==> src/rtl/sobel_window_fetch_if.sv <==
// Controller command, image-memory read and window signals of sobel_window_fetch.
// slave is the fetch block; master is the controller/memory side.
interface sobel_window_fetch_if #(
    parameter int PIX_W  = 8,
    parameter int ADDR_W = 20
);
    logic                 load_initial;
    logic                 start_shift;
    logic                 start_move;
    logic                 rd_req;
    logic [ADDR_W-1:0]    rd_addr;
    logic [PIX_W-1:0]     rd_data;
    logic                 rd_valid;
    logic [9*PIX_W-1:0]   win_out;
    logic                 win_valid;
    logic                 load_done;
    logic                 shift_done;
    logic                 move_done;
    logic                 all_done;
    logic                 cmd_err;
    logic                 busy;

    modport slave (
        input  load_initial, start_shift, start_move, rd_data, rd_valid,
        output rd_req, rd_addr, win_out, win_valid, load_done, shift_done,
               move_done, all_done, cmd_err, busy
    );

    modport master (
        output load_initial, start_shift, start_move, rd_data, rd_valid,
        input  rd_req, rd_addr, win_out, win_valid, load_done, shift_done,
               move_done, all_done, cmd_err, busy
    );
endinterface

==> src/rtl/sobel_window_fetch.sv <==
// 3x3 Sobel window fetcher: one outstanding pixel read at a time, atomic window commit.
// Optional macro RD_TIMEOUT_EN adds a TIMEOUT-cycle watchdog on the read wait.
module sobel_window_fetch #(
    parameter int IMG_WIDTH  = 640,
    parameter int IMG_HEIGHT = 480,
    parameter int PIX_W      = 8,
    parameter int ADDR_W     = 20,
    parameter int TIMEOUT    = 64
) (
    input  logic                clk,
    input  logic                rst,
    sobel_window_fetch_if.slave bus
);
    localparam int RW = $clog2(IMG_HEIGHT);
    localparam int CW = $clog2(IMG_WIDTH);
    localparam logic [RW-1:0] ROW_LAST = RW'(IMG_HEIGHT - 3);
    localparam logic [CW-1:0] COL_LAST = CW'(IMG_WIDTH - 3);

    typedef enum logic [1:0] {S_IDLE, S_REQ, S_WAIT, S_DONE} state_t;
    typedef enum logic [1:0] {OP_LOAD, OP_MOVE, OP_SHIFT} op_t;
    typedef logic [8:0][PIX_W-1:0] win_t;

    if (IMG_WIDTH < 3 || IMG_HEIGHT < 3 || TIMEOUT < 1 ||
        (longint'(1) << ADDR_W) < longint'(IMG_WIDTH) * longint'(IMG_HEIGHT)) begin : g_param_check
        $error("sobel_window_fetch: illegal parameter set");
    end

    state_t            state_q;
    op_t               op_q;
    logic [RW-1:0]     row_q, frow_q;
    logic [CW-1:0]     col_q, fcol_q, col_d;
    logic [3:0]        idx_q;
    win_t              stage_q, stage_d, win_q;
    logic              last_px;
    logic              win_valid_q, all_done_q, busy_q, cmd_err_q;
    logic              rd_req_q, load_done_q, shift_done_q, move_done_q;
    logic [ADDR_W-1:0] rd_addr_q;
`ifdef RD_TIMEOUT_EN
    localparam int TW = $clog2(TIMEOUT + 1);
    logic [TW-1:0]     tmo_q;
`endif

    // Full fetches walk idx column-major; shifts fetch rows 0..2 of column col+3.
    function automatic logic [ADDR_W-1:0] addr_f(input logic [RW-1:0] r0, input logic [CW-1:0] c0,
                                                 input logic shift, input logic [3:0] idx);
        logic [31:0] r, c, a;
        if (shift) begin
            r = 32'(idx);
            c = 32'd3;
        end else begin
            r = 32'(idx) % 32'd3;
            c = 32'(idx) / 32'd3;
        end
        a = (32'(r0) + r) * 32'(IMG_WIDTH) + 32'(c0) + c;
        return a[ADDR_W-1:0];
    endfunction

    function automatic win_t commit_f(input win_t win, input win_t stg, input logic shift);
        win_t res;
        for (int r = 0; r < 3; r++) begin
            if (shift) begin
                res[r*3]     = win[r*3+1];
                res[r*3 + 1] = win[r*3+2];
                res[r*3 + 2] = stg[r];
            end else begin
                for (int c = 0; c < 3; c++) res[r*3 + c] = stg[c*3 + r];
            end
        end
        return res;
    endfunction

    always_comb begin
        stage_d        = stage_q;
        stage_d[idx_q] = bus.rd_data;
        col_d          = (op_q == OP_SHIFT) ? fcol_q + CW'(1) : fcol_q;
        last_px        = (op_q == OP_SHIFT) ? (idx_q == 4'd2) : (idx_q == 4'd8);
    end

    always_ff @(posedge clk or posedge rst) begin
        if (rst) begin
            state_q      <= S_IDLE;
            op_q         <= OP_LOAD;
            row_q        <= '0;
            col_q        <= '0;
            frow_q       <= '0;
            fcol_q       <= '0;
            idx_q        <= '0;
            stage_q      <= '0;
            win_q        <= '0;
            win_valid_q  <= 1'b0;
            all_done_q   <= 1'b0;
            busy_q       <= 1'b0;
            cmd_err_q    <= 1'b0;
            rd_req_q     <= 1'b0;
            rd_addr_q    <= '0;
            load_done_q  <= 1'b0;
            shift_done_q <= 1'b0;
            move_done_q  <= 1'b0;
`ifdef RD_TIMEOUT_EN
            tmo_q        <= '0;
`endif
        end else begin
            rd_req_q     <= 1'b0;
            cmd_err_q    <= 1'b0;
            load_done_q  <= 1'b0;
            shift_done_q <= 1'b0;
            move_done_q  <= 1'b0;
            case (state_q)
                S_IDLE: begin
                    idx_q <= '0;
                    if (bus.load_initial) begin
                        op_q        <= OP_LOAD;
                        frow_q      <= '0;
                        fcol_q      <= '0;
                        win_valid_q <= 1'b0;
                        all_done_q  <= 1'b0;
                        rd_addr_q   <= addr_f('0, '0, 1'b0, 4'd0);
                        rd_req_q    <= 1'b1;
                        busy_q      <= 1'b1;
                        state_q     <= S_REQ;
                    end else if (bus.start_move) begin
                        if (row_q == ROW_LAST) begin
                            cmd_err_q <= 1'b1;
                        end else begin
                            op_q        <= OP_MOVE;
                            frow_q      <= row_q + RW'(1);
                            fcol_q      <= '0;
                            win_valid_q <= 1'b0;
                            all_done_q  <= 1'b0;
                            rd_addr_q   <= addr_f(row_q + RW'(1), '0, 1'b0, 4'd0);
                            rd_req_q    <= 1'b1;
                            busy_q      <= 1'b1;
                            state_q     <= S_REQ;
                        end
                    end else if (bus.start_shift) begin
                        if (col_q == COL_LAST || !win_valid_q) begin
                            cmd_err_q <= 1'b1;
                        end else begin
                            op_q      <= OP_SHIFT;
                            frow_q    <= row_q;
                            fcol_q    <= col_q;
                            rd_addr_q <= addr_f(row_q, col_q, 1'b1, 4'd0);
                            rd_req_q  <= 1'b1;
                            busy_q    <= 1'b1;
                            state_q   <= S_REQ;
                        end
                    end
                end
                S_REQ: begin
                    state_q <= S_WAIT;
`ifdef RD_TIMEOUT_EN
                    tmo_q   <= '0;
`endif
                end
                // Position and window change only here, so an aborted fetch leaves both intact.
                S_WAIT: begin
                    if (bus.rd_valid) begin
                        stage_q <= stage_d;
                        if (last_px) begin
                            win_q        <= commit_f(win_q, stage_d, op_q == OP_SHIFT);
                            win_valid_q  <= 1'b1;
                            row_q        <= frow_q;
                            col_q        <= col_d;
                            all_done_q   <= (frow_q == ROW_LAST) && (col_d == COL_LAST);
                            load_done_q  <= (op_q == OP_LOAD);
                            move_done_q  <= (op_q == OP_MOVE);
                            shift_done_q <= (op_q == OP_SHIFT);
                            state_q      <= S_DONE;
                        end else begin
                            idx_q     <= idx_q + 4'd1;
                            rd_addr_q <= addr_f(frow_q, fcol_q, op_q == OP_SHIFT, idx_q + 4'd1);
                            rd_req_q  <= 1'b1;
                            state_q   <= S_REQ;
                        end
                    end
`ifdef RD_TIMEOUT_EN
                    else if (tmo_q == TW'(TIMEOUT - 1)) begin
                        cmd_err_q <= 1'b1;
                        busy_q    <= 1'b0;
                        state_q   <= S_IDLE;
                    end else begin
                        tmo_q <= tmo_q + TW'(1);
                    end
`endif
                end
                S_DONE: begin
                    busy_q  <= 1'b0;
                    state_q <= S_IDLE;
                end
                default: state_q <= S_IDLE;
            endcase
        end
    end

    assign bus.rd_req     = rd_req_q;
    assign bus.rd_addr    = rd_addr_q;
    assign bus.win_out    = win_q;
    assign bus.win_valid  = win_valid_q;
    assign bus.load_done  = load_done_q;
    assign bus.shift_done = shift_done_q;
    assign bus.move_done  = move_done_q;
    assign bus.all_done   = all_done_q;
    assign bus.cmd_err    = cmd_err_q;
    assign bus.busy       = busy_q;
endmodule

==> src/flat_wrapper.sv <==
// flat-port wrapper written by rule: the top's interface ports become plain ports
module sobel_window_fetch_flat 
#(
    parameter int IMG_WIDTH  = 640,
    parameter int IMG_HEIGHT = 480,
    parameter int PIX_W      = 8,
    parameter int ADDR_W     = 20,
    parameter int TIMEOUT    = 64
)
  (clk, rst, bus_load_initial, bus_start_shift, bus_start_move, bus_rd_data, bus_rd_valid, bus_rd_req, bus_rd_addr, bus_win_out, bus_win_valid, bus_load_done, bus_shift_done, bus_move_done, bus_all_done, bus_cmd_err, bus_busy);
  sobel_window_fetch_if #(.PIX_W(PIX_W), .ADDR_W(ADDR_W)) bus_i ();
  input  logic clk;
  input  logic rst;
  input wire logic [$bits(bus_i.load_initial)-1:0] bus_load_initial;
  input wire logic [$bits(bus_i.start_shift)-1:0] bus_start_shift;
  input wire logic [$bits(bus_i.start_move)-1:0] bus_start_move;
  input wire logic [$bits(bus_i.rd_data)-1:0] bus_rd_data;
  input wire logic [$bits(bus_i.rd_valid)-1:0] bus_rd_valid;
  output wire logic [$bits(bus_i.rd_req)-1:0] bus_rd_req;
  output wire logic [$bits(bus_i.rd_addr)-1:0] bus_rd_addr;
  output wire logic [$bits(bus_i.win_out)-1:0] bus_win_out;
  output wire logic [$bits(bus_i.win_valid)-1:0] bus_win_valid;
  output wire logic [$bits(bus_i.load_done)-1:0] bus_load_done;
  output wire logic [$bits(bus_i.shift_done)-1:0] bus_shift_done;
  output wire logic [$bits(bus_i.move_done)-1:0] bus_move_done;
  output wire logic [$bits(bus_i.all_done)-1:0] bus_all_done;
  output wire logic [$bits(bus_i.cmd_err)-1:0] bus_cmd_err;
  output wire logic [$bits(bus_i.busy)-1:0] bus_busy;
  assign bus_i.load_initial = bus_load_initial;
  assign bus_i.start_shift = bus_start_shift;
  assign bus_i.start_move = bus_start_move;
  assign bus_i.rd_data = bus_rd_data;
  assign bus_i.rd_valid = bus_rd_valid;
  assign bus_rd_req = bus_i.rd_req;
  assign bus_rd_addr = bus_i.rd_addr;
  assign bus_win_out = bus_i.win_out;
  assign bus_win_valid = bus_i.win_valid;
  assign bus_load_done = bus_i.load_done;
  assign bus_shift_done = bus_i.shift_done;
  assign bus_move_done = bus_i.move_done;
  assign bus_all_done = bus_i.all_done;
  assign bus_cmd_err = bus_i.cmd_err;
  assign bus_busy = bus_i.busy;
  sobel_window_fetch #(.IMG_WIDTH(IMG_WIDTH), .IMG_HEIGHT(IMG_HEIGHT), .PIX_W(PIX_W), .ADDR_W(ADDR_W), .TIMEOUT(TIMEOUT)) u_core (.clk(clk), .rst(rst), .bus(bus_i));
endmodule
==> config.mk <==
export PLATFORM = sky130hd
export DESIGN_NAME = sobel_window_fetch_flat
export DESIGN_NICKNAME = d
export VERILOG_FILES = /design/src/rtl/sobel_window_fetch_if.sv /design/src/rtl/sobel_window_fetch.sv /design/src/flat_wrapper.sv
export SDC_FILE = /design/constraint.sdc
export NUM_CORES = 1
export LEC_CHECK = 0
export ABC_AREA = 1
export CORE_MARGIN = 5
export CORE_UTILIZATION = 29
export CTS_BUF_LIST = sky130_fd_sc_hd__clkbuf_16
export DETAILED_ROUTE_END_ITERATION = 8
export GPL_TIMING_DRIVEN = 1
export PLACE_DENSITY = 0.58
export RECOVER_POWER = 50
export SLEW_MARGIN = 20
export SYNTH_ARGS = -nofsm -noshare
export SYNTH_HDL_FRONTEND = slang
export SYNTH_SLANG_ARGS = --single-unit
==> constraint.sdc <==
create_clock -name clk -period 13.15 [get_ports clk]
set_clock_uncertainty 0.1 [all_clocks]
set_input_delay 2.63 -clock clk [delete_from_list [all_inputs] [get_ports clk]]
set_output_delay 2.63 -clock clk [all_outputs]
set_load 0.02 [all_outputs]
== Word-level counts from Yosys, hierarchy flattened ==
Index checks and enable logic that the tools add are counted.
Word-level totals
  bits in registers: 218
  input port bits: 14
  output and inout port bits: 100
  word-level logic and storage cells: 191
Cells by class
  add/sub/neg operators: 11
  $mul: 3
  divide/modulo/power cells: 2
  $lt $le $gt $ge: 2
  equal/unequal tests: 21
  multiplexer cells: 101
  reduce and logical (&&, ||, !) cells: 17
Operators with widths (number)
  2-to-1 mux 32 bit: 13
  2-to-1 mux 20 bit: 16
  adder 9 x 32 -> 32 bit: 3
  multiplier 32 x 3 -> 13 bit (second input constant): 3
  bitwise mux 72 bit: 1
  2-to-1 mux 24 bit: 3
  adder 20 bit: 3
  2-to-1 mux 10 bit: 6
  2-to-1 mux 9 bit: 5
  adder 20 x 10 -> 20 bit: 2
  one-hot mux 20 bit (2 select lines): 1
  2-to-1 mux 1 bit: 35
  demux 8 bit (select 4 bit): 1
  divider 4 x 2 -> 32 bit (second input constant): 1
  modulo 4 x 2 -> 32 bit (second input constant): 1
  2-to-1 mux 2 bit: 11
  equality test 10 bit (second input constant): 2
  equality test 9 bit (second input constant): 2
  inequality test 3 bit (second input constant): 4
  inequality test 4 bit (second input constant): 3
  AND reduction 4 bit: 3
  adder 10 x 1 -> 10 bit (second input constant): 1
  adder 9 x 1 -> 9 bit (second input constant): 1
  2-to-1 mux 4 bit: 2
  other kinds (23): 34

== Logic depth before layout (Yosys ltp) ==
Gate-level depths: netlist of the first run.
  depth after elaboration: 16
  gate-level depth with buffers: 47
  mapped depth without buffers: 47

== Worst setup path before layout of the first run ==
Ideal clock, no wire load.
  path kind: flip-flop to flip-flop
  from: reg u_core.idx_q[0]
  to: reg u_core.rd_addr_q[19] (netlist: u_core.bus.rd_addr[19])
  data arrival time: 5.964 ns
  data required time: 12.985 ns
  setup slack: 7.021 ns
  stages on the path, launching flop included: 48
  path buffers: 0
  period minus slack after synthesis: 6.129 ns
  path through: dfrtp_1 ha_1 inv_1 nand2_2 nand2_2 inv_1 nand2_1 inv_1 ha_1 ha_1 inv_1 nand2_1 inv_1 nand3_1 nand2_1 inv_1 ha_1 inv_1 (+12 left out) o21ai_0 nand2_1 nand2_1 nand4_1 xor2_1 ha_1 ha_1 a21oi_1 o21ai_0 a21oi_1 xor2_1 inv_1 nand2_1 xnor2_1 inv_1 nand3_1 nand4_1 nand2_1
On the way
  word-level cells in the longest chain between the ends: 13
RTL lines
  start: declaration: RTL line sobel_window_fetch.sv:32  | logic [3:0] idx_q;
  start signal: assignment: RTL line sobel_window_fetch.sv:170  | idx_q <= idx_q + 4'd1;
  adder 4 x 1 -> 4 bit: RTL line sobel_window_fetch.sv:171  | rd_addr_q <= addr_f(frow_q, fcol_q, op_q == OP_SHIFT, idx_q + 4'd1);
  modulo 4 x 2 -> 32 bit: RTL line sobel_window_fetch.sv:51  | r = 32'(idx) % 32'd3;
  2-to-1 mux 32 bit: RTL line sobel_window_fetch.sv:47  | if (shift) begin
  2-to-1 mux 32 bit: RTL line sobel_window_fetch.sv:159  | if (last_px) begin
  2-to-1 mux 32 bit: RTL line sobel_window_fetch.sv:157  | if (bus.rd_valid) begin
  2-to-1 mux 32 bit: RTL line sobel_window_fetch.sv:108  | case (state_q)
  adder 9 x 32 -> 32 bit: RTL line sobel_window_fetch.sv:54  | a = (32'(r0) + r) * 32'(IMG_WIDTH) + 32'(c0) + c;
  multiplier 32 x 3 -> 13 bit: RTL line sobel_window_fetch.sv:54
  adder 20 x 10 -> 20 bit: RTL line sobel_window_fetch.sv:54
  adder 20 bit: RTL line sobel_window_fetch.sv:54
  2-to-1 mux 20 bit: RTL line sobel_window_fetch.sv:159
  2-to-1 mux 20 bit: RTL line sobel_window_fetch.sv:157
  one-hot mux 20 bit (2 select lines): RTL line sobel_window_fetch.sv:108
  end signal: assignment: RTL line sobel_window_fetch.sv:117  | rd_addr_q <= addr_f('0, '0, 1'b0, 4'd0);
  end signal: assignment: RTL line sobel_window_fetch.sv:130  | rd_addr_q <= addr_f(row_q + RW'(1), '0, 1'b0, 4'd0);
  end signal: assignment: RTL line sobel_window_fetch.sv:171
  end: declaration: RTL line sobel_window_fetch.sv:37  | logic [ADDR_W-1:0] rd_addr_q;
Several ways; a longest one is shown, not always the timed one. The select of a mux whose other input is x is not followed.
A chain may end at the register's enable or synchronous reset.

== Final worst setup path of the first run ==
  from: reg u_core.op_q[1]
  to: reg u_core.rd_addr_q[19] (netlist: u_core.bus.rd_addr[19])
On the way
  word-level cells in the longest chain between the ends: 12
RTL lines
  start: declaration: RTL line sobel_window_fetch.sv:29  | op_t op_q;
  start signal: assignment: RTL line sobel_window_fetch.sv:82  | op_q <= OP_LOAD;
  start signal: assignment: RTL line sobel_window_fetch.sv:112  | op_q <= OP_LOAD;
  start signal: assignment: RTL line sobel_window_fetch.sv:125  | op_q <= OP_MOVE;
  equality test 2 bit *: RTL line sobel_window_fetch.sv:76, sobel_window_fetch.sv:171
  2-to-1 mux 32 bit: RTL line sobel_window_fetch.sv:47
  2-to-1 mux 32 bit: RTL line sobel_window_fetch.sv:159
  2-to-1 mux 32 bit: RTL line sobel_window_fetch.sv:157
  2-to-1 mux 32 bit: RTL line sobel_window_fetch.sv:108
  adder 9 x 32 -> 32 bit: RTL line sobel_window_fetch.sv:54
  multiplier 32 x 3 -> 13 bit: RTL line sobel_window_fetch.sv:54
  adder 20 x 10 -> 20 bit: RTL line sobel_window_fetch.sv:54
  adder 20 bit: RTL line sobel_window_fetch.sv:54
  2-to-1 mux 20 bit: RTL line sobel_window_fetch.sv:159
  2-to-1 mux 20 bit: RTL line sobel_window_fetch.sv:157
  one-hot mux 20 bit (2 select lines): RTL line sobel_window_fetch.sv:108
Mark *: on every way between the ends. The rest lies on a longest branch, timed or not. The select of a mux whose other input is x is not followed.

==> impl_metrics.yaml, run 1 <==
hold_path:
  holdCritStartpoint: "u_core.bus.rd_addr[11]"
  hp-class: "flop to flop"
  worstHoldEndpoint: "u_core.bus.rd_addr[11]"
  hold_depth: 2
pwr:
  combPwrFrac_pct: 60.1
  clock_power_share_pct: 16.9
  p_total_uw: 4170
  power_frac_seq_pct: 23.0
  peakVddDrop_uv: 181
  p_int_uw: 2130
  p_per_area_nw_per_um2: 264
  switching_share_pct: 48.8
  leakagePower_uw: 0.00780
  p_sw_uw: 2040
clock_tree:
  cts_setup_buffers: 0
  cts_root_buf: "clkbuf_16"
  clk_pin_slew_ps: 60
  cts_tree: "yes"
  clk_latency_ps: 560
  cts_resized: 0
  cts_buffer_depth: 3
  cts_made_buffers: 26
  cts_hold_buf: 0
  cts_num_sinks: 218
  htreeDepth: 1
detailed_routing:
  ant_nets: 0
  dr_total_vias: 11900
  drt_iter0_markers: 911
  drc: 0
  wirelength_um: 38100
  firstDrtPassIters: 5
  via_per_inst: 4.85
  avgRoutedWirePerCell_um: 15.6
placement:
  portBuffers: 113
  globalplace.congestion: 0.875
  dp.final_hpwl_um: 27300
  place_area_um2: 15000
floorplanning:
  io_pins: 114
  dieArea_um2: 50300
  core_um2: 45400
  rows: 78
  start_util_pct: 29.3
  die_h_um: 224
  fp.dieW_um: 224
timing:
  hold_viol: 0
  post-route-min-period_ps: 9010
  fmax_mhz: 111
  post-route-period-util_pct: 68.5
  rsz0062_at_grt: "no"
  maxSlewViolCount: 318
  setup_tns_ps: 0
  setup_violations: 0
  slew_headroom_pct: -216
  holdWs_ps: 372
  worst_pin_slew_ps: 4710
grt:
  grt_max_degree: 115
  grt_antenna_before_repair: 0
  grt_pass1_vias: 11400
  grt.total_usage_pct: 14.8
  grt.overflow.total: 0
  grt_first_pass_wirelength_um: 61800
synthesis:
  synth_edf_count: 0
  ys_seq_area_share_pct: 41.0
  ys_ff_latch: 218
  ys.flop_type: "dfrtp_1"
  syn-instance-count: 1750
  yosys-top-cells-area: "dfrtp_1 41%, nand2_1 12%, o21ai_0 9.5%, ha_1 8.1%, nor2_1 5.5%"
  netlist_area_um2: 13300
  yosysMostFrequentCell: "nand2_1"
  synth_top_area_share_pct: 41.0
  synth_fp_nets: 1855
  synth_warnings: 0
  synth_cell_types: 53
  postSynthAreaPerCell_um2: 7.60
  ys_async_sr_fraction_pct: 100
  synth_common_cells: "414 x nand2_1, 253 x o21ai_0, 218 x dfrtp_1, 194 x nor2_1, 129 x a21oi_1"
  yosysTopAreaCell: "dfrtp_1"
outcome:
  violations: "capacitance limit, slew limit"
  status: "finished, violations left"
worst_setup_path:
  critPathSlowestCell: "clkbuf_1"
  cp.required_ps: 13540
  crit_top_cell: "nand2_1"
  crit_arrival_ps: 9400
  r2r-end: "u_core.bus.rd_addr[19]"
  cp-end-kind: "flop"
  rr_worst_depth: 33
  reg2reg_slack_ps: 4140
  crit_path_max_incr_delay_ps: 2800
  critPathLaunchType: "flop"
  worstSetupPathType: "flop to flop"
  crit_path_max_fanout: 96
  r2r-start: "u_core.op_q[1]"
final_layout:
  drive_above_1_share_pct: 5.31
  nets: 1932
  antenna_cells: 0
  area_growth_pct: 18.7
  stdcell_area_um2: 15800
flow_run:
  maxCapViolations: 5
sequential cells by signal, indices dropped and copies added, names as in the netlist:
| name | count |
|---|---|
| u_core.bus.rd_req | 1 |
| u_core.frow_q | 9 |
| u_core.bus.all_done | 1 |
| u_core.col_q | 10 |
| u_core.bus.shift_done | 1 |
| u_core.bus.win_valid | 1 |
| u_core.bus.cmd_err | 1 |
| u_core.bus.load_done | 1 |
| u_core.bus.rd_addr | 20 |
| u_core.stage_q | 72 |
| u_core.row_q | 9 |
| u_core.op_q | 2 |
| u_core.bus.move_done | 1 |
| u_core.state_q | 2 |
| u_core.bus.busy | 1 |
| u_core.idx_q | 4 |
| u_core.bus.win_out | 72 |
| u_core.fcol_q | 10 |
cells by family after synthesis:
family / Yosys count / synth area share [%]
flip-flops: 218 / 41.0
AND/OR/NAND/NOR: 724 / 22.7
buffers and inverters: 222 / 6.50
XOR/XNOR: 49 / 3.22
AO/OA/AOI/OAI: 446 / 17.7
adder cells (fa/ha/maj): 91 / 8.84
worst max path at each step:
stage,slack (ps),end,from,depth (start not counted)
final,4140,u_core.bus.rd_addr[19],u_core.op_q[1],33
after global routing,2820,u_core.bus.win_out[21],rst,4
after CTS,6330,u_core.bus.rd_addr[19],u_core.idx_q[0],47
after detailed placement,6350,u_core.bus.rd_addr[19],u_core.idx_q[0],47
after global placement,6540,u_core.bus.rd_addr[19],u_core.idx_q[0],47
after floorplan,4460,u_core.bus.all_done,rst,1
routing by layer:
metal	part of all wire, %	vias to the layer above	track usage (%)
li1	-	5942	-
met1	47	5599	21.2
met2	45	280	23.7
met3	6.1	44	2.68
met4	1.9	0	2.99
met5	0	-	0
placed cells by master, fill, tap and decap left out, drive strengths merged, types with 8 or more instances in the layout:
cell type	netlist	layout
o22ai	21	21
xor2	40	40
a21oi	131	131
nor3	12	12
ha	86	86
nor2	200	200
nand2	425	425
dlygate4sd3	0	100
a31oi	8	8
clkinv	9	24
clkbuf	62	31
nand3	57	57
dfrtp	218	218
o21ai	262	262
xnor2	9	9
clkdlybuf4s50	0	13
nand4	16	16
inv	139	139
critical path: cells and delay by family (launching register included):
kind            cells  cell delay (ps)
fa+ha+maj           3             1070
compound gates      3              630
xor+xnor            2              360
buf+inv             6             4310
simple gates       19             2020
flops               1              400
power groups by stage:
stage / sequential, uW / clock [uW] / combinational, uW
after floorplan: 989 / 0 / 1850
after CTS: 960 / 721 / 2530
after detailed placement: 971 / 0 / 2510
after global routing: 979 / 748 / 2890
final: 959 / 704 / 2500
after global placement: 965 / 0 / 2460
per-stage QoR:
step / cells / setup slack [ps] / util [%]
after global placement: 2399 / 6540 / 33.0
after detailed placement: 2399 / 6350 / 33.0
after CTS: 2447 / 6330 / 34.9
final: 2447 / 4140 / 34.8
after global routing: 2447 / 2820 / 34.8
after floorplan: 1750 / 4460 / -
area by class of cell:
cell class,instances,area [um2]
clock buffers,26,651
inverters,148,562
multi-input cells,1310,7010
repair buffers,123,1190
fillers,4731,29600
well taps,600,751
clock inverters,22,180
flip-flops and latches,218,5460
Power figures use the tool's default switching activity.
==> run 2: changes to the inputs <==
--- a/config.mk
+++ b/config.mk
@@ -11,7 +11,7 @@
 export CTS_BUF_LIST = sky130_fd_sc_hd__clkbuf_16
 export DETAILED_ROUTE_END_ITERATION = 8
 export GPL_TIMING_DRIVEN = 1
-export PLACE_DENSITY = 0.58
+export PLACE_DENSITY = 0.59
 export RECOVER_POWER = 50
 export SLEW_MARGIN = 20
 export SYNTH_ARGS = -nofsm -noshare
==> constraint.sdc (replaced) <==
create_clock -name clk -period 8 [get_ports clk]
set_clock_uncertainty 0.1 [all_clocks]
set_input_delay 1.6 -clock clk [delete_from_list [all_inputs] [get_ports clk]]
set_output_delay 1.6 -clock clk [all_outputs]
set_load 0.02 [all_outputs]
==> run 2 against run 1 <==
Effect of this change:
- the flow still finishes with violations (capacitance limit, slew limit)
- maximum frequency grew 32%
- clock-buffer cell count up 1
- worst hold slack worse by 1.4 ps
- die area is the same
- power increased by 66%
- worst setup slack worse by 3000 ps
- largest cell class unchanged
==> impl_metrics.yaml, run 2 (synthesized netlist as in run 1, its figures left out) <==
outcome:
  status: "finished, violations left"
  violations: "capacitance limit, slew limit"
final_layout:
  layout_common_cells: "413 x nand2_1, 253 x o21ai_0, 218 x dfrtp_1"
  nFillCells: 4747
  final_cells: 2444
  final_core_util_pct: 34.9
  drive_above_1_share_pct: 5.48
  nets: 1933
  final_common_cell: "nand2_1"
  multi_input_area_um2: 7010
  antenna_cells: 0
  seqCellArea_um2: 5460
  area_growth_pct: 19.0
timing:
  hold_viol: 0
  post-route-period-util_pct: 85.6
  setup_violations: 0
  post-route-min-period_ps: 6850
  maxSlewViolCount: 177
  worst_pin_slew_ps: 4640
  setup_tns_ps: 0
  fmax_mhz: 146
  rsz0062_at_grt: "no"
  slew_headroom_pct: -211
hold_path:
  hold_depth: 2
  hp-class: "flop to flop"
grt:
  grt.overflow.total: 0
  grt_first_pass_wirelength_um: 61400
  grt_antenna_before_repair: 0
  grt.total_usage_pct: 14.7
  grt_max_degree: 114
  grt_pass1_vias: 11400
clock_tree:
  cts_tree: "yes"
  cts_buffer_depth: 3
  cts_setup_buffers: 0
  htreeDepth: 1
  cts_root_buf: "clkbuf_16"
  clk_pin_slew_ps: 50
  cts_num_sinks: 218
  cts_resized: 0
  cts_made_buffers: 27
  clk_latency_ps: 550
  cts_hold_buf: 0
floorplanning:
  dieArea_um2: 50300
  start_util_pct: 29.3
  fp.dieW_um: 224
  core_um2: 45400
  rows: 78
  die_h_um: 224
  io_pins: 114
placement:
  portBuffers: 113
  dp.final_hpwl_um: 27200
  globalplace.congestion: 0.870
  placedCellCount: 2399
detailed_routing:
  firstDrtPassIters: 5
  wl_met2_um: 17000
  drt_iter0_markers: 900
  drc: 0
  via_per_inst: 4.87
  route.met3.wl_um: 2190
  wirelength_um: 38100
  wl_met1_um: 18300
  dr_total_vias: 11900
  ant_nets: 0
  avgRoutedWirePerCell_um: 15.6
  top_layer: "met4"
worst_setup_path:
  crit_arrival_ps: 7210
  critPathLaunchType: "flop"
  cp.required_ps: 8370
  crit_path_max_fanout: 9
  worstSetupPathType: "flop to flop"
  crit_top_cell: "inv_1"
  critPathSlowestCell: "dfrtp_1"
  cp-end-kind: "flop"
  rr_worst_depth: 47
  crit_path_max_incr_delay_ps: 480
flow_run:
  maxCapViolations: 2
pwr:
  peakVddDrop_uv: 334
  p_per_area_nw_per_um2: 436
  leakagePower_uw: 0.00764
## run 2: worst max-delay path: cells and delay by family (launching register included)
| kind | cells | cell delay [ps] |
|---|---|---|
| buffers and inverters | 10 | 890 |
| DFF | 1 | 480 |
| xor gates and xnor gates | 4 | 660 |
| adders and majority gates | 8 | 2080 |
| AOI/OAI and AO/OA | 6 | 900 |
| and+or+nand+nor | 19 | 1670 |
## run 2: worst paths after layout
kind / start / to / slack, ps
max reg2reg: u_core.idx_q[0] / u_core.bus.rd_addr[19] / 1150
max: u_core.idx_q[0] / u_core.bus.rd_addr[19] / 1150
min reg2reg: u_core.bus.rd_addr[1] / u_core.bus.rd_addr[1] / 370
max in group asynchronous: rst / u_core.bus.rd_addr[19] / 1560
min: u_core.bus.rd_addr[1] / u_core.bus.rd_addr[1] / 370
min in group asynchronous: rst / u_core.bus.cmd_err / 2820
## run 2: layout make-up
cell class / instances / area share [%]
repair buffers: 123 / 7.54
multi-input cells: 1310 / 44.2
flip-flops and latches: 218 / 34.4
clock buffers: 27 / 4.27
clock inverters: 18 / 1.20
inverters: 148 / 3.56
well taps: 600 / 4.74
## run 2: where the power goes
| group | switching (uW) | internal (uW) | total, uW | leakage (uW) |
|---|---|---|---|---|
| clock network | 487 | 736 | 1220 | 0.000437 |
| logic | 2620 | 1480 | 4110 | 0.00429 |
| registers | 216 | 1360 | 1580 | 0.00291 |
| total | 3330 | 3580 | 6900 | 0.00764 |
## run 2: metal layers
layer  GRT usage (%)  vias up
met5               0        -
met4            3.22        0
met3            2.73       46
met2            23.4      265
met1            21.0     5629
li1                -     5970
## run 2: through the flow
stage	area (um2)	setup WS, ps	hold WS, ps	total power, uW
finish	15800	1150	371	6900
global route	15800	490	398	7610
CTS	15900	1170	381	6980
detailed placement	15000	1190	366	5690
global placement	15000	1390	366	5630
floorplan	13300	336	323	4660
==> run 3: changes to the inputs <==
--- a/config.mk
+++ b/config.mk
@@ -9,6 +9,7 @@
 export CORE_MARGIN = 5
 export CORE_UTILIZATION = 29
 export CTS_BUF_LIST = sky130_fd_sc_hd__clkbuf_16
+export CTS_CLUSTER_SIZE = 10
 export DETAILED_ROUTE_END_ITERATION = 8
 export GPL_TIMING_DRIVEN = 1
 export PLACE_DENSITY = 0.59
@@ -17,3 +18,4 @@
 export SYNTH_ARGS = -nofsm -noshare
 export SYNTH_HDL_FRONTEND = slang
 export SYNTH_SLANG_ARGS = --single-unit
+export TNS_END_PERCENT = 20
==> run 3 against run 2 <==
Effect of this change:
- the flow still finishes with violations (capacitance limit, slew limit)
- non-clock buffer count is the same
- sequential power about the same
- core utilization hardly changed
- cell count is 0.20% lower
- first-iteration DRC count decreased by 8.2%
==> impl_metrics.yaml, run 3 (synthesized netlist as in run 1, its figures left out) <==
outcome:
  status: "finished, violations left"
  violations: "capacitance limit, slew limit"
placement:
  portBuffers: 113
  globalplace.congestion: 0.870
  dp.final_hpwl_um: 27200
final_layout:
  drive_above_1_share_pct: 5.38
  nets: 1934
  final_core_util_pct: 34.8
  final_common_cell: "nand2_1"
  area_growth_pct: 18.8
  layout_common_cells: "413 x nand2_1, 253 x o21ai_0, 218 x dfrtp_1"
  antenna_cells: 0
pwr:
  peakVddDrop_uv: 334
  leakagePower_uw: 0.00762
  p_per_area_nw_per_um2: 435
  p_total_uw: 6890
floorplanning:
  rows: 78
  die_h_um: 224
  fp.dieW_um: 224
  io_pins: 114
  core_um2: 45400
  dieArea_um2: 50300
  start_util_pct: 29.3
timing:
  fmax_mhz: 146
  rsz0062_at_grt: "no"
  maxSlewViolCount: 177
  setup_violations: 0
  post-route-period-util_pct: 85.5
  worst_pin_slew_ps: 4650
  setup_tns_ps: 0
  post-route-min-period_ps: 6840
  hold_viol: 0
  slew_headroom_pct: -212
detailed_routing:
  firstDrtPassIters: 5
  ant_nets: 0
  drc: 0
  dr_total_vias: 11900
  drt_iter0_markers: 826
  via_per_inst: 4.87
  wirelength_um: 38000
  avgRoutedWirePerCell_um: 15.6
clock_tree:
  cts_resized: 0
  htreeDepth: 1
  cts_hold_buf: 0
  cts_tree: "yes"
  cts_buffer_depth: 3
  cts_setup_buffers: 0
  cts_num_sinks: 218
  cts_root_buf: "clkbuf_16"
  cts_made_buffers: 28
  clk_latency_ps: 570
  clk_pin_slew_ps: 60
worst_setup_path:
  crit_arrival_ps: 7220
  critPathSlowestCell: "dfrtp_1"
  crit_path_max_incr_delay_ps: 480
  crit_path_max_fanout: 9
  critPathLaunchType: "flop"
  cp.required_ps: 8390
  worstSetupPathType: "flop to flop"
  cp-end-kind: "flop"
  crit_top_cell: "inv_1"
grt:
  grt.overflow.total: 0
  grt_pass1_vias: 11300
  grt_antenna_before_repair: 0
  grt_first_pass_wirelength_um: 61400
  grt.total_usage_pct: 14.7
  grt_max_degree: 114
flow_run:
  maxCapViolations: 2
hold_path:
  hp-class: "flop to flop"
[run 3: routing by layer]
| layer | up-vias | global-route usage, % | share of wire (%) |
|---|---|---|---|
| li1 | 5953 | - | - |
| met1 | 5630 | 21.2 | 48 |
| met2 | 241 | 23.3 | 45 |
| met3 | 51 | 2.68 | 5.7 |
| met4 | 0 | 3.14 | 2.0 |
| met5 | - | 0 | 0 |
[run 3: worst paths after layout]
check                                      start                     end  slack, ps  cells after the start
min in group asynchronous                    rst      u_core.bus.cmd_err       2830                      2
max in group asynchronous                    rst  u_core.bus.rd_addr[16]       1600                      3
setup / recovery                 u_core.idx_q[0]  u_core.bus.rd_addr[19]       1160                     47
setup reg to reg                 u_core.idx_q[0]  u_core.bus.rd_addr[19]       1160                     47
hold / removal             u_core.bus.rd_addr[1]   u_core.bus.rd_addr[1]        370                      2
hold reg to reg            u_core.bus.rd_addr[1]   u_core.bus.rd_addr[1]        370                      2
[run 3: final cells by class]
| class | instances | area (um2) |
|---|---|---|
| timing repair buffer | 123 | 1190 |
| sequential | 218 | 5460 |
| clock buffer | 28 | 701 |
| multi-input combinational | 1310 | 7010 |
| fill | 4758 | 29600 |
| tap | 600 | 751 |
| inverter | 148 | 564 |
| clock inverter | 12 | 144 |
[run 3: critical path, delay by kind of cell (launching register included)]
family	cells	cell delay, ps
adder cells (fa/ha/maj)	8	2090
AND/OR/NAND/NOR	19	1640
buffers and inverters	10	890
AO/OA/AOI/OAI	6	890
XOR/XNOR	4	660
flip-flops	1	480
[run 3: per-stage QoR]
stage          instance area, um2  std cells  hold slack (ps)  setup WS, ps
6_report                    15800       2439              371          1160
2_1_floorplan               13300       1750              323           336
5_1_grt                     15800       2439              397           478
3_3_place_gp                15000       2399              366          1390
3_5_place_dp                15000       2399              366          1190
4_1_cts                     15800       2439              381          1150
[run 3: report_power, final]
group,switching [uW],internal [uW]
Combinational,2620,1480
Clock,487,720
Sequential,217,1360
